`config.mk`:
```
export PLATFORM = sky130hd
export DESIGN_NAME = multimode_counter
export DESIGN_NICKNAME = d
export VERILOG_FILES = /design/src/rtl/multimode_counter_pkg.sv /design/src/rtl/multimode_counter_prescaler.sv /design/src/rtl/multimode_counter.sv
export SDC_FILE = /design/constraint.sdc
export NUM_CORES = 1
export LEC_CHECK = 0
export CORE_MARGIN = 3
export CORE_UTILIZATION = 53
export DETAILED_ROUTE_END_ITERATION = 6
export PLACE_DENSITY = 0.87
export SKIP_LAST_GASP = 1
export SLEW_MARGIN = 20
export SYNTH_ARGS = -nofsm -noshare
export SYNTH_HDL_FRONTEND = slang
export SYNTH_SLANG_ARGS = --single-unit
```
`constraint.sdc`:
```
create_clock -name clk -period 6.45 [get_ports clk]
set_clock_uncertainty 0.2 [all_clocks]
set_input_delay 0.645 -clock clk [delete_from_list [all_inputs] [get_ports clk]]
set_output_delay 0.645 -clock clk [all_outputs]
set_load 0.005 [all_outputs]
```
`src/rtl/multimode_counter_pkg.sv`:
```
// Shared encodings and default widths for multimode_counter.
// The prescaler is present only when CNTR_PRESCALE_EN is defined.
package multimode_counter_pkg;

    localparam logic CNT_DIR_UP   = 1'b1;
    localparam logic CNT_DIR_DOWN = 1'b0;

    localparam logic CNT_MODE_WRAP = 1'b0;
    localparam logic CNT_MODE_SAT  = 1'b1;

    localparam int CNT_DEFAULT_WIDTH   = 8;
    localparam int PRESC_DEFAULT_WIDTH = 8;

endpackage

```
`src/rtl/multimode_counter_prescaler.sv`:
```
// Enabled-cycle prescaler: tick fires once every presc_div+1 cycles with en high.
// Only compiled when CNTR_PRESCALE_EN is defined.
`ifdef CNTR_PRESCALE_EN
module counter_prescaler
    import multimode_counter_pkg::*;
#(
    parameter int PRESC_WIDTH = PRESC_DEFAULT_WIDTH
) (
    input  logic                   clk,
    input  logic                   rst_n,
    input  logic                   clr,
    input  logic                   en,
    input  logic [PRESC_WIDTH-1:0] presc_div,
    output logic                   tick
);

    logic [PRESC_WIDTH-1:0] phase_q;
    logic [PRESC_WIDTH-1:0] phase_d;
    logic                   at_div;

    // >= rather than == so a presc_div lowered below the current phase
    // terminates the period at once instead of running the phase around.
    assign at_div = (phase_q >= presc_div);

    always_comb begin
        phase_d = phase_q;
        tick    = 1'b0;
        if (clr) begin
            phase_d = '0;
        end else if (en) begin
            if (at_div) begin
                phase_d = '0;
                tick    = 1'b1;
            end else begin
                phase_d = phase_q + PRESC_WIDTH'(1);
            end
        end
    end

    always_ff @(posedge clk or negedge rst_n) begin
        if (!rst_n) begin
            phase_q <= '0;
        end else begin
            phase_q <= phase_d;
        end
    end

endmodule
`endif

```
`src/rtl/multimode_counter.sv`:
```
// Up/down counter with programmable limit, wrap/saturate, load and registered tc.
// Define CNTR_PRESCALE_EN to gate steps through counter_prescaler.
module multimode_counter
    import multimode_counter_pkg::*;
#(
    parameter int CNTR_WIDTH  = CNT_DEFAULT_WIDTH,
    parameter int PRESC_WIDTH = PRESC_DEFAULT_WIDTH
) (
    input  logic                   clk,
    input  logic                   rst_n,
    input  logic                   clr,
    input  logic                   en,
    input  logic                   dir,
    input  logic                   load,
    input  logic [CNTR_WIDTH-1:0]  load_val,
    input  logic [CNTR_WIDTH-1:0]  limit,
    input  logic                   sat,
    input  logic [PRESC_WIDTH-1:0] presc_div,
    output logic [CNTR_WIDTH-1:0]  cnt,
    output logic                   tc
);

    logic [CNTR_WIDTH-1:0] cnt_q;
    logic [CNTR_WIDTH-1:0] cnt_d;
    logic                  tc_q;
    logic                  tc_d;
    logic                  tick;
    logic                  step;
    logic                  at_top;
    logic                  at_bottom;

`ifdef CNTR_PRESCALE_EN
    counter_prescaler #(
        .PRESC_WIDTH (PRESC_WIDTH)
    ) u_prescaler (
        .clk       (clk),
        .rst_n     (rst_n),
        .clr       (clr | load),
        .en        (en),
        .presc_div (presc_div),
        .tick      (tick)
    );
`else
    logic unused_presc_div;
    assign unused_presc_div = ^presc_div;
    assign tick             = 1'b1;
`endif

    assign step      = en && tick;
    // Compare with >= so a count left above a freshly lowered limit wraps/clamps.
    assign at_top    = (cnt_q >= limit);
    assign at_bottom = (cnt_q == '0);

    always_comb begin
        cnt_d = cnt_q;
        tc_d  = 1'b0;
        if (clr) begin
            cnt_d = '0;
        end else if (load) begin
            cnt_d = (load_val > limit) ? limit : load_val;
        end else if (step) begin
            if (dir == CNT_DIR_UP) begin
                if (at_top) begin
                    tc_d  = 1'b1;
                    cnt_d = (sat == CNT_MODE_SAT) ? limit : '0;
                end else begin
                    cnt_d = cnt_q + CNTR_WIDTH'(1);
                end
            end else begin
                if (at_bottom) begin
                    tc_d  = 1'b1;
                    cnt_d = (sat == CNT_MODE_SAT) ? '0 : limit;
                end else begin
                    cnt_d = cnt_q - CNTR_WIDTH'(1);
                end
            end
        end
    end

    always_ff @(posedge clk or negedge rst_n) begin
        if (!rst_n) begin
            cnt_q <= '0;
            tc_q  <= 1'b0;
        end else begin
            cnt_q <= cnt_d;
            tc_q  <= tc_d;
        end
    end

    assign cnt = cnt_q;
    assign tc  = tc_q;

endmodule

```
---- Yosys cells after proc, flatten, opt, wreduce, memory -nomap -nowiden ----
Index checks and enable logic that the tools add are counted.
word-level totals
  output and inout bits ................... 9
  word-level logic and storage cells ...... 23
  register bits ........................... 9
operators by class
  multiplexer cells ....................... 15
  reductions and logical operators ........ 2
  magnitude comparators ................... 2
  add/sub/neg operators ................... 2
operators by type and width
  cell                 count
  $mux 8               9
  $add 8x1->8 const B  1
  $ge 8x8->1           1
  $gt 8x8->1           1
  $logic_not 8->1      1
  $sub 8x1->8 const B  1
  $mux 1               6
  $reduce_bool 3->1    1

---- Longest topological paths before layout ----
Gate-level depths: netlist (run 1).
  word-level depth ........................ 6
  mapped depth ............................ 10

---- Worst setup path after synthesis (run 1) ----
OpenSTA, ideal clock, no wires.
  kind .................................... in2reg
  start point ............................. in limit[1]
  end point ............................... reg cnt_q[2] (netlist: cnt[2])
  path slack .............................. 3.830 ns
  cell stages on the path ................. 8
  arrival time ............................ 2.316 ns
  cell sequence ........................... inv_1 -> ha_1 -> nor2b_1 -> o211ai_1 -> a21oi_1 -> o21ai_1 -> mux2i_1 -> a221oi_1
on the way
  word-level cells in the longest chain between the ends .. 6
ends and longest elaborated chain
  item                  RTL line                 RTL
  start, declared       multimode_counter.sv:16  input logic [CNTR_WIDTH-1:0] limit,
  $ge 8x8->1            multimode_counter.sv:51  assign at_top = (cnt_q >= limit);
  $mux 8                multimode_counter.sv:63  if (at_top) begin
  $mux 8                multimode_counter.sv:62  if (dir == CNT_DIR_UP) begin
  $mux 8                multimode_counter.sv:61  end else if (step) begin
  $mux 8 *              multimode_counter.sv:59  end else if (load) begin
  $mux 8 *              multimode_counter.sv:57  if (clr) begin
  end signal, assigned  multimode_counter.sv:85  cnt_q <= cnt_d;
  end, declared         multimode_counter.sv:23  logic [CNTR_WIDTH-1:0] cnt_q;
Every way passes the cells marked *; elsewhere a longest branch is shown, timed or not. The select of a mux whose other input is x is not followed.
A chain may end at the register's enable or synchronous reset.

---- Final worst setup path (run 1) ----
  start point ............................. in limit[2]
  end point ............................... reg cnt_q[5] (netlist: cnt[5])
Same word-level chain as after synthesis.

==> flow_summary_export.csv, run 1 <==
group,metric,value,unit
run_status,status,"finished clean",
cts,cts_setup_buffers,0,
cts,cts_tree,"yes",
cts,clock_sink_count,9,
detailed_routing,final_antenna_net_count,0,
finish,nFillCells,226,
timing,finalMaxSlewViolations,0,
cts,worst_skew_pair.late_latency,270,ps
hold_path,worstHoldPathType,"input port to async pin",
detailed_routing,detailedRoute.firstPassIterationCount,5,
worst_setup_path,regToRegEndpoint,"cnt[5]",
synthesis,synth.ff_latch_count,9,
power_and_ir_drop,static_leakage_power,0.7930,nW
global_routing,gr-total-overflow,0,
timing,final.setup.worst_slack,3119,ps
synthesis,syn_area_per_cell,7.677,sq um
synthesis,yosys.cell_count.top_type,"sky130_fd_sc_hd__ha_1",
synthesis,number_of_nets_produced_by_synthesis,242,
timing,period_share,51.65,%
global_routing,antenna_violations_before_repair,0,
synthesis,syn_area,0.001474,sq mm
finish,synthToLayoutAreaGrowth,20.80,%
placed_design,dpl-instance-area,0.001754,sq mm
synthesis,yosys_most_used_dff,"sky130_fd_sc_hd__dfrtp_1",
timing,timing_hold_violations_final,0,
detailed_routing,route.detailed.vias_per_inst,6.901,
power_and_ir_drop,p_per_area,149.3,mW/mm^2
placed_design,place_ws,2912,ps
finish,multi_input_comb_area,0.001125,sq mm
timing,slew_headroom,38.47,%
finish,layout.area.seq,225.2,sq um
cts,clock_tree_buffer_depth,2,
worst_setup_path,regToRegStartpoint,"cnt[0]",
finish,final_design_utilization,69.35,%
floorplan,std_cell_rows,18,
floorplan,dieArea,0.003450,sq mm
detailed_routing,drc,0,
finish,layout.nets,264,
placed_design,hpwlAfterDp,3.535,mm
floorplan,initial_utilization,57.41,%
global_routing,global_route_wire_length_before_repair,7.424,mm
worst_setup_path,critical_path.max_fanout,6,
synthesis,post_synth_num_cell_types,45,
cts,cts.root.buffer_cell,"sky130_fd_sc_hd__clkbuf_4",
synthesis,synth_area_leader_cell,"sky130_fd_sc_hd__ha_1",
job,drv.max_cap_violation_count,0,
floorplan,die_x,58.74,um
synthesis,synthTopCellsByCount,"19 x sky130_fd_sc_hd__ha_1, 15 x sky130_fd_sc_hd__inv_1, 13 x sky130_fd_sc_hd__a21oi_1",
timing,worst_margin_slew,916.7,ps
detailed_routing,finalWirelength,4.518,mm
cts,clkSlewWorstSetupHoldPaths,70,ps
placed_design,port-buffer-count,31,
finish,post_route_cell_area,0.001780,sq mm
worst_setup_path,path_class,"input port to register",
worst_setup_path,timing.critical_path.arrival,3260,ps
worst_setup_path,worst-r2r-cell-count,8,
power_and_ir_drop,irDropWorstVdd,130.2,uV
floorplan,core-area,0.002567,sq mm
synthesis,count_of_flip_flops_with_a_built_in_enable_after_synthesis,0,
floorplan,ios,40,
synthesis,netlist_instances,192,
timing,setup-tns-final,0,ps
cts,post_cts_resized,0,
finish,num_antenna_cells,0,
timing,finalSetupViolCount,0,
worst_setup_path,start_kind,"input port",
timing,timing.fmax,300.2,MHz
worst_setup_path,required,6380,ps
detailed_routing,num_vias,1677,
global_routing,number_of_global_route_vias_before_repair,1650,
placed_design,gp_routability_congestion,0.9671,
synthesis,ys_async_sr_fraction,100.0,%
detailed_routing,drtIter0Drc,137,
finish,final_layout_size_suffix_gt1_share,3.756,%
cts,cts_buffers,3,
worst_setup_path,timing.reg2reg.setup_slack,3430,ps
detailed_routing,wl_per_cell,18.59,um
worst_setup_path,setup.worst_path.end_class,"register",
synthesis,post-synth-top-area-fraction,16.13,%
synthesis,post_synth_main_area_contributors,"sky130_fd_sc_hd__ha_1 16%, sky130_fd_sc_hd__dfrtp_1 15%, sky130_fd_sc_hd__mux2i_1 6.1%, sky130_fd_sc_hd__a21oi_1 4.4%, sky130_fd_sc_hd__xor2_1 4.2%",
cts,cts_hold_buf,0,
global_routing,globalRouteTotalUtil,27.76,%
synthesis,synth_seq_area_share,15.28,%
synthesis,yosys_warnings,0,
worst_setup_path,worst_setup_path_endpoint,"cnt[5]",
cts,htree_num_levels,1,
timing,finalWorstPathRequiredPeriod,3331,ps
timing,rsz_0062_raised_after_global_routing,"false",
floorplan,floorplan.die.height,58.74,um
global_routing,largest_net_degree_at_the_start_of_global_routing,18,
worst_setup_path,worst_setup_path_startpoint,"limit[2]",
-- cell usage in the layout (no fill, tap or decap), drive strengths merged, types with 4 or more instances in the layout --
cell,synthesis,routed
nand3,8,8
and3,5,5
nor2,10,10
dfrtp,9,9
ha,19,19
a21oi,13,13
inv,15,15
nand4,4,4
nor3,10,10
o211ai,4,4
clkdlybuf4s50,0,31
clkbuf,10,4
a211oi,5,5
xor2,7,7
o21ai,9,9
nand2,7,7
a31oi,4,4
mux2i,9,9
-- critical path: stages --
cell and delay [ps]:
sky130_fd_sc_hd__clkdlybuf4s50_1 580, sky130_fd_sc_hd__inv_1 110, sky130_fd_sc_hd__ha_1 310, sky130_fd_sc_hd__and3_1 180, sky130_fd_sc_hd__o21ai_0 270, sky130_fd_sc_hd__a31o_2 290, sky130_fd_sc_hd__nand2_1 200, sky130_fd_sc_hd__a2111oi_0 550
sky130_fd_sc_hd__o22ai_1 120
-- per-stage QoR --
stage / hold slack, ps / total power [mW] / std cells
floorplan: 149.4 / 0.1667 / 192
global placement: 548.5 / 0.2088 / 239
detailed placement: 577.9 / 0.2159 / 239
CTS: 486.7 / 0.2635 / 243
global route: 491.2 / 0.2848 / 243
finish: 476.1 / 0.2657 / 243
-- where the power goes --
part           total (mW)  switching, mW  internal (mW)  leakage (nW)
combinational       0.140         0.0731         0.0670         0.660
sequential         0.0784         0.0170         0.0614         0.118
clock              0.0472         0.0232         0.0240        0.0150
total               0.266          0.113          0.152         0.793
-- metal layers --
layer / share of wire [%] / GRT usage (%) / vias up
met1: 41 / 33.38 / 801
met4: 1.5 / 8.414 / 0
met3: 8.6 / 6.140 / 10
met2: 49 / 48.90 / 98
met5: 0 / 0 / -
li1: - / - / 768
-- worst min-delay path by stage --
stage	cells past startpoint	from	to	slack, ps
global route	1	rst_n	cnt[7]	490
floorplan	0	rst_n	cnt[0]	150
CTS	1	rst_n	cnt[0]	490
finish	1	rst_n	tc	480
detailed placement	2	cnt[7]	cnt[7]	580
global placement	2	cnt[7]	cnt[7]	550
-- flip-flops by register name (all words and copies together) (netlist names) --
name	count
cnt	8
tc	1
-- cells by family (layout without fill, tap and decap cells) --
logic type / count (synthesis) / count (layout) / synth area share [%]
simple gates: 57 / 57 / 20.63
fa+ha+maj: 19 / 19 / 16.13
compound gates: 59 / 59 / 27.50
flops: 9 / 9 / 15.28
xor+xnor: 10 / 10 / 5.943
buf+inv: 29 / 50 / 8.403
mux: 9 / 9 / 6.112
-- final cells by class --
cell class              instances  share of cell area [%]
multi-input cells             154                   63.18
repair buffers                 31                   17.43
flip-flops and latches          9                   12.65
inverters                      15                   3.162
well taps                      30                   2.108
clock buffers                   4                   1.476
Power figures use the tool's default switching activity.
==> inputs of run 2 (changes only) <==
--- a/config.mk
+++ b/config.mk
@@ -6,9 +6,9 @@
 export NUM_CORES = 1
 export LEC_CHECK = 0
 export CORE_MARGIN = 3
-export CORE_UTILIZATION = 53
+export CORE_UTILIZATION = 49
 export DETAILED_ROUTE_END_ITERATION = 6
-export PLACE_DENSITY = 0.87
+export PLACE_DENSITY = 0.81
 export SKIP_LAST_GASP = 1
 export SLEW_MARGIN = 20
 export SYNTH_ARGS = -nofsm -noshare
==> constraint.sdc (replaced) <==
create_clock -name clk -period 3.35 [get_ports clk]
set_clock_uncertainty 0.2 [all_clocks]
set_input_delay 0.335 -clock clk [delete_from_list [all_inputs] [get_ports clk]]
set_output_delay 0.335 -clock clk [all_outputs]
set_load 0.005 [all_outputs]
==> flow_summary_export.csv, run 2 (synthesized netlist as in run 1, its figures left out) <==
group,metric,value,unit
floorplan,ios,40,
global_routing,antenna_violations_before_repair,0,
finish,layout.cells.non_filler,248,
finish,largest_register_ff_count,8,
worst_setup_path,cpPeakStageDelay,610,ps
worst_setup_path,start_kind,"register",
detailed_routing,finalWirelength,4.493,mm
timing,period_share,88.08,%
detailed_routing,detailedRoute.firstPassIterationCount,5,
worst_setup_path,path_cells,"inv_1, ha_1, and3_1, o21ai_0, a31oi_1, o211ai_1, a311o_1, a221oi_1",
finish,final_layout_size_suffix_gt1_share,5.530,%
global_routing,number_of_global_route_vias_before_repair,1620,
timing,timing_hold_violations_final,0,
detailed_routing,final_antenna_net_count,0,
cts,cts_hold_buf,0,
cts,clock_tree_buffer_depth,2,
placed_design,place_inst,244,
timing,timing.fmax,338.9,MHz
hold_path,worstHoldPathType,"input port to async pin",
detailed_routing,drtIter0Drc,147,
power_and_ir_drop,irDropWorstVdd,135.4,uV
timing,finalWorstPathRequiredPeriod,2951,ps
floorplan,std_cell_rows,19,
floorplan,floorplan.die.height,60.85,um
cts,cts_buffers,3,
timing,finalMaxSlewViolations,0,
detailed_routing,route.detailed.vias_per_inst,6.569,
cts,clock_sink_count,9,
global_routing,largest_net_degree_at_the_start_of_global_routing,18,
placed_design,port-buffer-count,31,
cts,clkSlewWorstSetupHoldPaths,70,ps
worst_setup_path,crit_path_top_delay_cell,"sky130_fd_sc_hd__dfrtp_1",
worst_setup_path,timing.critical_path.arrival,2920,ps
finish,most_common_library_cell_in_the_layout_ignoring_fill_and_taps,"sky130_fd_sc_hd__clkdlybuf4s50_1",
placed_design,gp_routability_congestion,0.9896,
detailed_routing,wl_per_cell,18.12,um
power_and_ir_drop,p_per_area,286.3,mW/mm^2
finish,num_antenna_cells,0,
worst_setup_path,setup.worst_path.end_class,"register",
worst_setup_path,required,3320,ps
placed_design,hpwlAfterDp,3.454,mm
worst_setup_path,critical_path.max_fanout,13,
global_routing,gr-total-overflow,0,
worst_setup_path,path_class,"register to register",
floorplan,initial_utilization,52.54,%
cts,htree_num_levels,1,
floorplan,die_x,60.85,um
floorplan,dieArea,0.003702,sq mm
global_routing,globalRouteTotalUtil,26.41,%
job,drv.max_cap_violation_count,0,
finish,synthToLayoutAreaGrowth,22.92,%
power_and_ir_drop,static_leakage_power,0.8128,nW
worst_setup_path,path_delay_family,"compound AO/OA/AOI/OAI gates",
cts,cts.root.buffer_cell,"sky130_fd_sc_hd__clkbuf_4",
timing,slew_headroom,58.05,%
timing,worst_margin_slew,626.3,ps
cts,post_cts_resized,0,
detailed_routing,drc,0,
cts,worst_skew_pair.late_latency,280,ps
finish,multi_input_comb_area,0.001125,sq mm
worst_setup_path,timing.reg2reg.setup_slack,400,ps
worst_setup_path,critPathBufInv,1,
timing,finalSetupViolCount,0,
finish,layout_common_cells,"31 x sky130_fd_sc_hd__clkdlybuf4s50_1, 19 x sky130_fd_sc_hd__ha_1, 15 x sky130_fd_sc_hd__inv_1",
floorplan,core-area,0.002805,sq mm
detailed_routing,num_vias,1629,
finish,nFillCells,263,
timing,rsz_0062_raised_after_global_routing,"false",
cts,cts_setup_buffers,0,
finish,layout.nets,268,
finish,layout.area.seq,225.2,sq um
cts,cts_tree,"yes",
run_status,status,"finished clean",
global_routing,global_route_wire_length_before_repair,7.376,mm
timing,setup-tns-final,0,ps
==> run 2: cell types whose count changed in the layout (fill, tap and decap cells not counted) <==
cell,change
sky130_fd_sc_hd__buf_4,+4
==> run 2: final timing paths <==
| kind | cells after the start | end | start |
|---|---|---|---|
| setup / recovery | 8 | cnt[2] | cnt[0] |
| hold / removal | 1 | cnt[5] | rst_n |
| setup reg to reg | 8 | cnt[2] | cnt[0] |
| hold reg to reg | 2 | cnt[7] | cnt[7] |
| max in group asynchronous | 1 | tc | rst_n |
| min in group clk | 3 | cnt[0] | load_val[0] |
==> run 2: metal layers <==
metal,vias up,track usage (%),share of wire [%]
li1,774,-,-
met1,766,35.33,43
met2,82,44.43,48
met3,7,4.043,7.9
met4,0,6.502,1.1
met5,-,0,0
==> run 2: metrics by stage <==
| stage | power, mW | utilization [%] | worst slack [ps] | hold slack, ps | cell area, sq um |
|---|---|---|---|---|---|
| finish | 0.5186 | 64.59 | 399.4 | 156.0 | 1812 |
| floorplan | 0.3210 | - | 753.1 | -160.6 | 1474 |
| CTS | 0.5135 | 64.59 | 476.5 | 168.9 | 1812 |
| global route | 0.5566 | 64.59 | 153.1 | 196.0 | 1812 |
| detailed placement | 0.4202 | 63.65 | 220.8 | 467.3 | 1785 |
| global placement | 0.4122 | 63.65 | 258.7 | 460.3 | 1785 |
==> run 2: final cells by class <==
| cell class | instances | area share (%) |
|---|---|---|
| clock buffers | 4 | 1.450 |
| flip-flops and latches | 9 | 12.43 |
| repair buffers | 35 | 18.78 |
| multi-input cells | 154 | 62.09 |
| well taps | 31 | 2.141 |
| inverters | 15 | 3.108 |
==> run 2: power breakdown <==
| part | switching (mW) | internal, mW | leakage [nW] |
|---|---|---|---|
| combinational | 0.148 | 0.134 | 0.680 |
| sequential | 0.0256 | 0.118 | 0.118 |
| clock | 0.0467 | 0.0462 | 0.0150 |
==> inputs of run 3 (changes only) <==
==> constraint.sdc (replaced) <==
create_clock -name clk -period 3 [get_ports clk]
set_clock_uncertainty 0.2 [all_clocks]
set_input_delay 0.3 -clock clk [delete_from_list [all_inputs] [get_ports clk]]
set_output_delay 0.3 -clock clk [all_outputs]
set_load 0.005 [all_outputs]
==> flow_summary_export.csv, run 3 (synthesized netlist as in run 1, its figures left out) <==
group,metric,value,unit
floorplan,floorplan.die.height,60.85,um
worst_setup_path,critical_path.max_fanout,11,
detailed_routing,num_vias,1752,
detailed_routing,drc,0,
power_and_ir_drop,p_per_area,315.4,mW/mm^2
worst_setup_path,required,2950,ps
floorplan,ios,40,
detailed_routing,wl_per_cell,18.33,um
timing,finalWorstPathRequiredPeriod,2759,ps
cts,clkSlewWorstSetupHoldPaths,70,ps
cts,post_cts_resized,0,
cts,clock_sink_count,9,
cts,clock_tree_buffer_depth,2,
floorplan,die_x,60.85,um
worst_setup_path,cpPeakStageDelay,530,ps
global_routing,global_route_wire_length_before_repair,7.797,mm
worst_setup_path,critPathBufInv,0,
job,drv.max_cap_violation_count,0,
worst_setup_path,worst-r2r-cell-count,7,
power_and_ir_drop,irDropWorstVdd,183.4,uV
cts,cts.root.buffer_cell,"sky130_fd_sc_hd__clkbuf_4",
timing,slew_headroom,59.48,%
detailed_routing,detailedRoute.firstPassIterationCount,6,
timing,timing_hold_violations_final,0,
timing,rsz_0062_raised_after_global_routing,"false",
power_and_ir_drop,static_leakage_power,0.8721,nW
timing,worst_margin_slew,605.9,ps
worst_setup_path,crit_cells,7,
global_routing,antenna_violations_before_repair,0,
finish,num_antenna_cells,0,
finish,final_layout_size_suffix_gt1_share,10.48,%
finish,layout_common_cells,"31 x sky130_fd_sc_hd__clkdlybuf4s50_1, 19 x sky130_fd_sc_hd__ha_1, 16 x sky130_fd_sc_hd__buf_4",
placed_design,port-buffer-count,31,
worst_setup_path,path_class,"register to register",
timing,finalSetupViolCount,0,
finish,post_route_cell_area,0.001902,sq mm
worst_setup_path,setup.worst_path.end_class,"register",
cts,cts_setup_buffers,0,
worst_setup_path,timing.critical_path.arrival,2700,ps
finish,nFillCells,251,
finish,largest_register_ff_count,8,
finish,most_common_library_cell_in_the_layout_ignoring_fill_and_taps,"sky130_fd_sc_hd__clkdlybuf4s50_1",
placed_design,dpl-instance-area,0.001876,sq mm
run_status,status,"finished clean",
finish,synthToLayoutAreaGrowth,29.03,%
timing,timing.fmax,362.4,MHz
global_routing,globalRouteTotalUtil,28.25,%
global_routing,largest_net_degree_at_the_start_of_global_routing,18,
cts,htree_num_levels,1,
detailed_routing,drtIter0Drc,174,
floorplan,initial_utilization,52.54,%
timing,finalMaxSlewViolations,0,
cts,cts_hold_buf,0,
global_routing,gr-total-overflow,0,
worst_setup_path,start_kind,"register",
timing,period_share,91.97,%
global_routing,met3_demand_to_capacity_share_in_global_routing,5.532,%
worst_setup_path,path_cells,"ha_1, nor2b_1, o211ai_1, a31oi_1, o211ai_1, a311o_1, a221oi_1",
floorplan,dieArea,0.003702,sq mm
worst_setup_path,crit_path_top_delay_cell,"sky130_fd_sc_hd__dfrtp_1",
hold_path,worstHoldPathType,"input port to async pin",
floorplan,std_cell_rows,19,
detailed_routing,finalWirelength,4.765,mm
global_routing,grt-busiest-layer,"met2",
floorplan,core-area,0.002805,sq mm
global_routing,grt_use_met2,47.79,%
worst_setup_path,path_delay_family,"compound AO/OA/AOI/OAI gates",
cts,worst_skew_pair.late_latency,270,ps
detailed_routing,final_antenna_net_count,0,
cts,cts_buffers,3,
detailed_routing,route.detailed.vias_per_inst,6.738,
worst_setup_path,timing.reg2reg.setup_slack,240,ps
worst_setup_path,path_common_cell,"sky130_fd_sc_hd__o211ai_1",
placed_design,hpwlAfterDp,3.712,mm
cts,cts_tree,"yes",
finish,layout.nets,280,
global_routing,number_of_global_route_vias_before_repair,1661,
global_routing,groute.layer.met1.usage,36.14,%
placed_design,gp_routability_congestion,0.9697,
timing,setup-tns-final,0,ps
==> run 3: routing by layer <==
metal  wire length (um)  vias to the layer above
li1                   -                      809
met1               1913                      798
met2               2250                      118
met3                468                       27
met4                132                        0
met5                  0                        -
==> run 3: path summary, 6_finish.rpt <==
check,to,start
max in group asynchronous,cnt[1],rst_n
max,cnt[2],cnt[1]
min,cnt[5],rst_n
min reg2reg,cnt[7],cnt[7]
min in group clk,cnt[6],load_val[6]
max reg2reg,cnt[2],cnt[1]
==> run 3: stage by stage <==
stage | hold slack (ps) | worst slack, ps | util (%) | cells | power, mW
4_1_cts | 144.9 | 288.2 | 67.80 | 260 | 0.5928
6_report | 127.8 | 240.8 | 67.80 | 260 | 0.5999
3_3_place_gp | 420.7 | 146.8 | 66.86 | 256 | 0.4796
3_5_place_dp | 434.6 | 23.06 | 66.86 | 256 | 0.4926
5_1_grt | 153.2 | 55.74 | 67.80 | 260 | 0.6444
2_1_floorplan | -195.6 | 403.1 | - | 192 | 0.3585
==> run 3: power by group <==
part	switching [mW]	internal, mW
registers	0.0157	0.132
logic	0.186	0.165
clock network	0.0489	0.0514
==> run 3: area by class of cell <==
type	count	area, sq um	area share, %
Timing Repair Buffer	47	430.4	22.63
Sequential cell	9	225.2	11.84
Inverter	15	56.30	2.961
Multi-Input combinational cell	154	1125	59.14
Tap cell	31	38.79	2.039
Clock buffer	4	26.28	1.382
